==> src/rtl/ram_fill_check.sv <==
// Fill-and-verify sequencer for a 16x2 dual-port synchronous RAM.
// Writes a seeded pattern through port A, reads it back through port B and tallies mismatches.
module ram_fill_check #(
  parameter int unsigned ADDR_W   = 4,
  parameter int unsigned DATA_W   = 2,
  parameter int unsigned STEP_DIV = 25_000_000
) (
  input  logic              clk,
  input  logic              rst,
  input  logic              start,
  input  logic [DATA_W-1:0] seed,
  output logic              we1,
  output logic              oe1,
  output logic [ADDR_W-1:0] addra,
  output logic [DATA_W-1:0] din_a,
  output logic              we2,
  output logic              oe2,
  output logic [ADDR_W-1:0] addrb,
  input  logic [DATA_W-1:0] dout_b,
  output logic              busy,
  output logic              done,
  output logic              pass,
  output logic [ADDR_W-1:0] err_addr,
  output logic [ADDR_W:0]   err_cnt
);

  localparam int unsigned StepW = (STEP_DIV > 1) ? $clog2(STEP_DIV) : 1;
  localparam logic [StepW-1:0]  StepLast = StepW'(STEP_DIV - 1);
  localparam logic [StepW-1:0]  StepOne  = StepW'(1);
  localparam logic [ADDR_W-1:0] AddrLast = '1;
  localparam logic [ADDR_W-1:0] AddrOne  = ADDR_W'(1);
  localparam logic [ADDR_W:0]   ErrOne   = (ADDR_W + 1)'(1);

  typedef enum logic [2:0] {
    StIdle,
    StWrite,
    StRead,
    StCmp,
    StDone
  } state_e;

  state_e            state_q, state_d;
  logic [ADDR_W-1:0] addr_q, addr_d;
  logic [StepW-1:0]  step_q, step_d;
  logic [DATA_W-1:0] seed_q, seed_d;
  logic [ADDR_W:0]   err_cnt_q, err_cnt_d;
  logic [ADDR_W-1:0] err_addr_q, err_addr_d;
  logic              pass_q, pass_d;
  logic              busy_q, busy_d;
  logic              done_q, done_d;
  logic              we1_q, we1_d;
  logic [ADDR_W-1:0] addra_q, addra_d;
  logic [DATA_W-1:0] din_a_q, din_a_d;
  logic              oe2_q, oe2_d;
  logic [ADDR_W-1:0] addrb_q, addrb_d;
  logic              tick;

  function automatic logic [DATA_W-1:0] exp_data(input logic [DATA_W-1:0] s,
                                                 input logic [ADDR_W-1:0] a);
    return s + a[DATA_W-1:0];
  endfunction

  assign tick = (step_q == StepLast);

  always_comb begin
    state_d    = state_q;
    addr_d     = addr_q;
    step_d     = step_q;
    seed_d     = seed_q;
    err_cnt_d  = err_cnt_q;
    err_addr_d = err_addr_q;
    pass_d     = pass_q;

    unique case (state_q)
      StIdle, StDone: begin
        if (start) begin
          seed_d     = seed;
          addr_d     = '0;
          step_d     = '0;
          err_cnt_d  = '0;
          err_addr_d = '0;
          pass_d     = 1'b0;
          state_d    = StWrite;
        end
      end
      StWrite: begin
        if (tick) begin
          step_d = '0;
          if (addr_q == AddrLast) begin
            addr_d  = '0;
            state_d = StRead;
          end else begin
            addr_d = addr_q + AddrOne;
          end
        end else begin
          step_d = step_q + StepOne;
        end
      end
      StRead: begin
        if (tick) begin
          step_d  = '0;
          state_d = StCmp;
        end else begin
          step_d = step_q + StepOne;
        end
      end
      StCmp: begin
        if (dout_b != exp_data(seed_q, addr_q)) begin
          err_cnt_d = err_cnt_q + ErrOne;
          if (err_cnt_q == '0) begin
            err_addr_d = addr_q;
          end
        end
        step_d = '0;
        if (addr_q == AddrLast) begin
          state_d = StDone;
          pass_d  = (err_cnt_d == '0);
        end else begin
          addr_d  = addr_q + AddrOne;
          state_d = StRead;
        end
      end
      default: state_d = StIdle;
    endcase
  end

  // Strobes are registered from the next state so each one lands on the tick cycle itself;
  // the RAM then presents read data during the following CMP cycle.
  always_comb begin
    busy_d  = (state_d == StWrite) || (state_d == StRead) || (state_d == StCmp);
    done_d  = (state_d == StDone);
    we1_d   = (state_d == StWrite) && (step_d == StepLast);
    oe2_d   = (state_d == StRead) && (step_d == StepLast);
    addra_d = addra_q;
    din_a_d = din_a_q;
    addrb_d = addrb_q;
    if (we1_d) begin
      addra_d = addr_d;
      din_a_d = exp_data(seed_d, addr_d);
    end
    if (oe2_d) begin
      addrb_d = addr_d;
    end
  end

  always_ff @(posedge clk) begin
    if (rst) begin
      state_q    <= StIdle;
      addr_q     <= '0;
      step_q     <= '0;
      seed_q     <= '0;
      err_cnt_q  <= '0;
      err_addr_q <= '0;
      pass_q     <= 1'b0;
      busy_q     <= 1'b0;
      done_q     <= 1'b0;
      we1_q      <= 1'b0;
      addra_q    <= '0;
      din_a_q    <= '0;
      oe2_q      <= 1'b0;
      addrb_q    <= '0;
    end else begin
      state_q    <= state_d;
      addr_q     <= addr_d;
      step_q     <= step_d;
      seed_q     <= seed_d;
      err_cnt_q  <= err_cnt_d;
      err_addr_q <= err_addr_d;
      pass_q     <= pass_d;
      busy_q     <= busy_d;
      done_q     <= done_d;
      we1_q      <= we1_d;
      addra_q    <= addra_d;
      din_a_q    <= din_a_d;
      oe2_q      <= oe2_d;
      addrb_q    <= addrb_d;
    end
  end

  assign we1      = we1_q;
  assign oe1      = 1'b0;
  assign addra    = addra_q;
  assign din_a    = din_a_q;
  assign we2      = 1'b0;
  assign oe2      = oe2_q;
  assign addrb    = addrb_q;
  assign busy     = busy_q;
  assign done     = done_q;
  assign pass     = pass_q;
  assign err_addr = err_addr_q;
  assign err_cnt  = err_cnt_q;

endmodule

==> config.mk <==
export PLATFORM = sky130hd
export DESIGN_NAME = ram_fill_check
export DESIGN_NICKNAME = d
export VERILOG_FILES = /design/src/rtl/ram_fill_check.sv
export SDC_FILE = /design/constraint.sdc
export NUM_CORES = 1
export LEC_CHECK = 0
export CORE_UTILIZATION = 40
export DETAILED_ROUTE_END_ITERATION = 10
export GPL_ROUTABILITY_DRIVEN = 0
export MAX_ROUTING_LAYER = met4
export SYNTH_ARGS = -nofsm -noshare
export SYNTH_HDL_FRONTEND = slang
export SYNTH_SLANG_ARGS = --single-unit
==> constraint.sdc <==
create_clock -name clk -period 2.7 [get_ports clk]
set_clock_uncertainty 0.1 [all_clocks]
set_input_delay 0.81 -clock clk [delete_from_list [all_inputs] [get_ports clk]]
set_output_delay 0.81 -clock clk [all_outputs]
set_load 0.02 [all_outputs]
==> results of run 1 <==
-- routing by layer --
metal  global-route usage  up-vias
li1                     -     1999
met1                0.355     1965
met2                0.407      187
met3               0.0518       45
met4               0.0907        0
met5                    -        -
-- sequential cells by signal, summed over array words and instances, names as in the netlist, 2 cells and up --
name      cells
state_q       3
addrb         4
addra         4
addr_q        4
err_cnt       5
step_q       25
err_addr      4
din_a         2
seed_q        2
-- final timing paths --
| path | end | slack (ns) | cells past startpoint |
|---|---|---|---|
| max | addrb[1] | -0.15 | 8 |
| min | err_addr[0] | 0.37 | 2 |
| max reg2reg | addrb[1] | -0.15 | 8 |
| min reg2reg | err_addr[0] | 0.37 | 2 |
-- layout by cell type, fill, tap and decap left out, drive strengths merged, types with 4 or more instances in the layout --
cell type	instances
nand3b	8
clkbuf	12
a211oi	10
and2	6
clkdlybuf4s50	28
nor3	17
dfxtp	58
a21oi	37
or2	6
nand4	13
nand2	38
nor2	39
a31oi	9
ha	7
or4	5
a22oi	6
nand2b	14
nand3	31
and4	4
a311oi	8
and3	5
buf	112
nor4	11
mux2i	11
clkinv	4
xnor2	11
o21ai	29
inv	17
-- layout make-up --
| cell class | count | area share |
|---|---|---|
| Clock inverter | 4 | 0.00494 |
| Clock buffer | 12 | 0.0291 |
| Sequential cell | 58 | 0.221 |
| Inverter | 18 | 0.0127 |
| Multi-Input combinational cell | 369 | 0.490 |
| Timing Repair Buffer | 141 | 0.217 |
| Tap cell | 108 | 0.0254 |
-- through the flow --
step | util | setup slack, ns | instances | setup TNS, ns
detailed placement | 0.545 | -0.655 | 686 | -8.07
global placement | 0.545 | -0.596 | 686 | -7.31
finish | 0.599 | -0.153 | 710 | -1.51
global route | 0.599 | -0.248 | 710 | -2.56
floorplan | - | 0.00323 | 482 | 0
CTS | 0.575 | -0.201 | 708 | -1.82
-- what timing repair did --
| item | CTS | global route |
|---|---|---|
| endpoints found under the setup margin | 12 | 14 |
| gates resized for setup | 14 | 44 |
| gates cloned | 0 | 0 |
| pin swaps | 9 | 11 |
| setup buffers | 6 | 2 |
-- kinds of logic (layout without fill, tap and decap cells) --
logic type / Yosys count / after routing / synth area share
other: 1 / 2 / 0.00100
buffers and inverters: 55 / 175 / 0.0642
XOR/XNOR: 12 / 12 / 0.0281
adder cells (fa/ha/maj): 7 / 7 / 0.0234
AND/OR/NAND/NOR: 213 / 213 / 0.329
AO/OA/AOI/OAI: 123 / 123 / 0.212
flip-flops: 58 / 58 / 0.310
multiplexers: 12 / 12 / 0.0324
-- critical path, delay by kind of cell (launching register included) --
family | cells | cell delay (ns)
multiplexers | 1 | 0.17
AND/OR/NAND/NOR | 4 | 1.36
flip-flops | 1 | 0.34
AO/OA/AOI/OAI | 3 | 0.77
-- power by group through the flow --
stage / Clock, uW / Combinational (uW) / Sequential, uW
6_report: 758 / 271 / 866
2_1_floorplan: 0 / 140 / 887
3_5_place_dp: 0 / 238 / 885
3_3_place_gp: 0 / 236 / 885
4_1_cts: 771 / 255 / 865
5_1_grt: 815 / 293 / 866
==> results.toml, run 1 <==
[timing]
period_share = 1.06
rsz0062_at_grt = "yes"
whs_ns = 0.374
slew_violations = 0
period_minus_slack_ns = 2.85
setup_ws_ns = -0.153
finalSetupViolCount = 12
fmax_mhz = 351
hold_viol = 0

[routing]
ant_nets = 0
num_vias = 4196
drt_iter0_drc = 365
wl_met1_um = 5600
postRouteWirelength_um = 12300
met2_length_um = 5550
drtPass1Iterations = 6
wl_per_cell_um = 17.3
route.detailed.drc = 0
vias_per_cell = 5.91
topRoutingLayerUsed = "met4"
route.met3.wl_um = 788

[critical_path]
cp_max_fo = 4
start_kind = "flop"
crit_start = "step_q[10]"
cp.arrival_ns = 2.98
r2r_start = "step_q[10]"
crit_path_end_kind = "flop"
required_ns = 2.82
cp_common_cell = "nor4_4"
crit_type = "reg -> reg"
cp_slowest_stage_delay_ns = 0.55
cp_cell_sequence = "or4_4 -> nor4_4 -> a21o_4 -> o21ai_2 -> a2111o_1 -> nor4_4 -> nand3_2 -> mux2i_1"
slowest_stage = "or4_4"

[synthesis]
ys_warn_count = 0
yosys_most_used_dff = "dfxtp_1"
synthesis.area_mm2 = 0.00374
synth_cells = 481
ys_ff_latch = 58
syn_avg_cell_area_um2 = 7.78
yosysSeqAreaShare = 0.310
synth_most_common_cell = "dfxtp_1"
ys_async_sr_fraction = 0
synth_area_leaders = "dfxtp_1 31%, a21oi_1 4.9%, nor2_1 3.9%"
synth_top_area_cell = "dfxtp_1"
synthTopCellsByCount = "58 x dfxtp_1, 39 x nor2_1, 38 x nand2_1"
synth_edf_count = 0
synth_top_area_frac = 0.310
ys_types = 72

[clock_tree]
cts_tree = "done"
path_clk_slew_ns = 0.08
cts_root_buf = "clkbuf_8"
htree_levels = 3
cts_hold_buf = 0
cts_buffers = 9
clkLatencyLatePin_ns = 0.34
clk_path_buf_depth = 2
cts.sinks = 58

[global_route]
grtUsageTotal = 0.268
grt_overflow = 0
grt_max_degree = 31
grt_pass1_wl_um = 20200
antenna_found_initial = 0
grt_pass1_vias = 3929

[job]
drv_cap = 0

[cells_and_area]
n_antenna_cell = 0
nets = 611
seqCellArea_mm2 = 0.00118
nFillCells = 769
final_layout_size_suffix_gt1_frac = 0.326
multi_input_area_mm2 = 0.00261
synthToLayoutAreaGrowth_pct = 42.2
finalInstanceArea_mm2 = 0.00532

[die]
rows = 34
die_h_um = 98.7
coreArea_mm2 = 0.00889
die_area_mm2 = 0.00975
io_pins = 33
start_util = 0.421
die_w_um = 98.7

[min_path]
hold_path_class = "reg -> reg"
hp-start = "err_addr[0]"

[pwr]
leakagePower_uw = 0.00205
intPower_uw = 1360
p_sw_uw = 532
irDropWorstVdd_mv = 0.339
switching_share = 0.281
p_total_uw = 1890
pwr-share-seq = 0.457
p_per_area_mw_per_mm2 = 356
power.share.combinational = 0.143
clkPwrFrac = 0.400

[place]
place_area_mm2 = 0.00485
portBuffers = 30
detailed_place_hpwl_um = 8740

[run_status]
violations = "setup timing"
status = "finished, violations left"
(Power assumes the default switching activity.)
==> run 2, diff against run 1 <==
--- a/config.mk
+++ b/config.mk
@@ -5,6 +5,7 @@
 export SDC_FILE = /design/constraint.sdc
 export NUM_CORES = 1
 export LEC_CHECK = 0
+export CORE_MARGIN = 2
 export CORE_UTILIZATION = 40
 export DETAILED_ROUTE_END_ITERATION = 10
 export GPL_ROUTABILITY_DRIVEN = 0
==> results.toml, run 2 (synthesized netlist as in run 1, its figures left out) <==
[cells_and_area]
post-route-util = 0.574
final_cell_mix = "108 x buf_4, 54 x dfxtp_1, 38 x nand2_1, 38 x nor2_1, 36 x a21oi_1"
finalInstanceArea_mm2 = 0.00525
synthToLayoutAreaGrowth_pct = 40.3
nets = 612
final_layout_size_suffix_gt1_frac = 0.279
n_antenna_cell = 0
top_register = "step_q"
largest_reg_flops = 25
layout_commonest_cell = "buf_4"
instances_no_fill = 714

[critical_path]
crit_path_end_kind = "flop"
worstRegToRegCells = 9
crit_type = "reg -> reg"
r2r_start = "step_q[7]"
cp_max_fo = 6
r2r_end = "addra[3]"
start_kind = "flop"
rrSetupSlack_ns = -0.16
required_ns = 2.83
cp.arrival_ns = 2.99

[routing]
drtPass1Iterations = 6
vias_per_cell = 5.82
ant_nets = 0
drt_iter0_drc = 376
postRouteWirelength_um = 12000
route.detailed.drc = 0
wl_per_cell_um = 16.8
num_vias = 4156

[pwr]
p_per_area_mw_per_mm2 = 404
leakagePower_uw = 0.00203
irDropWorstVdd_mv = 0.334

[clock_tree]
clk_path_buf_depth = 2
clkLatencyLatePin_ns = 0.35
path_clk_slew_ns = 0.07
cts_hold_buf = 0
cts_tree = "done"
cts_buffers = 9
cts.sinks = 58
cts_root_buf = "clkbuf_8"
htree_levels = 3

[timing]
fmax_mhz = 350
setup_ws_ns = -0.158
period_share = 1.06
slew_violations = 0
finalSetupViolCount = 12
rsz0062_at_grt = "yes"
period_minus_slack_ns = 2.86
whs_ns = 0.367
hold_viol = 0

[run_status]
violations = "setup timing"
status = "finished, violations left"

[min_path]
hp-start = "err_addr[3]"
hold-path-cell-count = 2
holdPathEnd = "err_addr[3]"
hold_path_class = "reg -> reg"

[die]
die_area_mm2 = 0.0101
start_util = 0.409
rows = 35
io_pins = 33
coreArea_mm2 = 0.00915
die_h_um = 101
die_w_um = 101

[place]
dp_slack_ns = -0.609
detailed_place_hpwl_um = 8880
portBuffers = 30
dp.cells = 694
place_area_mm2 = 0.00490

[global_route]
grtUsageTotal = 0.248
grt_overflow = 0
antenna_found_initial = 0
grt_pass1_vias = 3834
grt_pass1_wl_um = 19300
grt_max_degree = 41

[job]
drv_cap = 0
==> run 2: critical path, stage by stage, from the launching register on <==
cell and delay, ns:
dfxtp_4 0.35, or4_4 0.57, nor4_4 0.26, a21o_1 0.30, o21ai_2 0.11, a2111o_1 0.46
nor4_4 0.13, buf_4 0.18, nand3_4 0.13, mux2i_1 0.14
==> run 2: stage by stage <==
stage | setup TNS [ns] | power (uW)
global placement | -6.54 | 1130
global route | -2.36 | 2180
detailed placement | -7.25 | 1130
finish | -1.54 | 2120
floorplan | 0 | 1030
CTS | -1.23 | 2130
==> run 2: report_power, final <==
group | leakage, uW | switching (uW) | internal, uW
registers | 0.000470 | 4.37 | 861
logic | 0.00144 | 144 | 113
clock network | 0.000126 | 376 | 622
==> run 2: repair_timing <==
| action | in CTS | in global routing |
|---|---|---|
| endpoints found under the setup margin | 12 | 13 |
| gates resized for setup | 10 | 10 |
| pin swaps | 4 | 0 |
| setup buffers | 3 | 2 |
==> run 2: metal layers <==
layer  up-vias  track usage  share of wire
li1       1999            -              -
met1      1933        0.359           0.46
met2       193        0.347           0.44
met3        31       0.0333          0.074
met4         0       0.0991          0.027
met5         -            -              0
==> run 2: final cells by class <==
type                            count  area (um^2)
Clock inverter                      3         68.8
Sequential cell                    58         1170
Inverter                           18         67.6
Timing Repair Buffer              142         1170
Multi-Input combinational cell    369         2460
Tap cell                          111          139
Fill cell                         820         3900
Clock buffer                       13          179
==> run 2: worst max-delay path by stage <==
stage          startpoint        to  slack, ns  cells past startpoint
6_report        step_q[7]  addra[3]      -0.16                      9
5_1_grt         step_q[7]  addrb[3]      -0.21                     12
4_1_cts         step_q[1]       we1      -0.13                     12
3_5_place_dp        start       we1      -0.61                      9
3_3_place_gp        start       oe2      -0.57                      9
2_1_floorplan       start  addrb[3]      0.003                      9
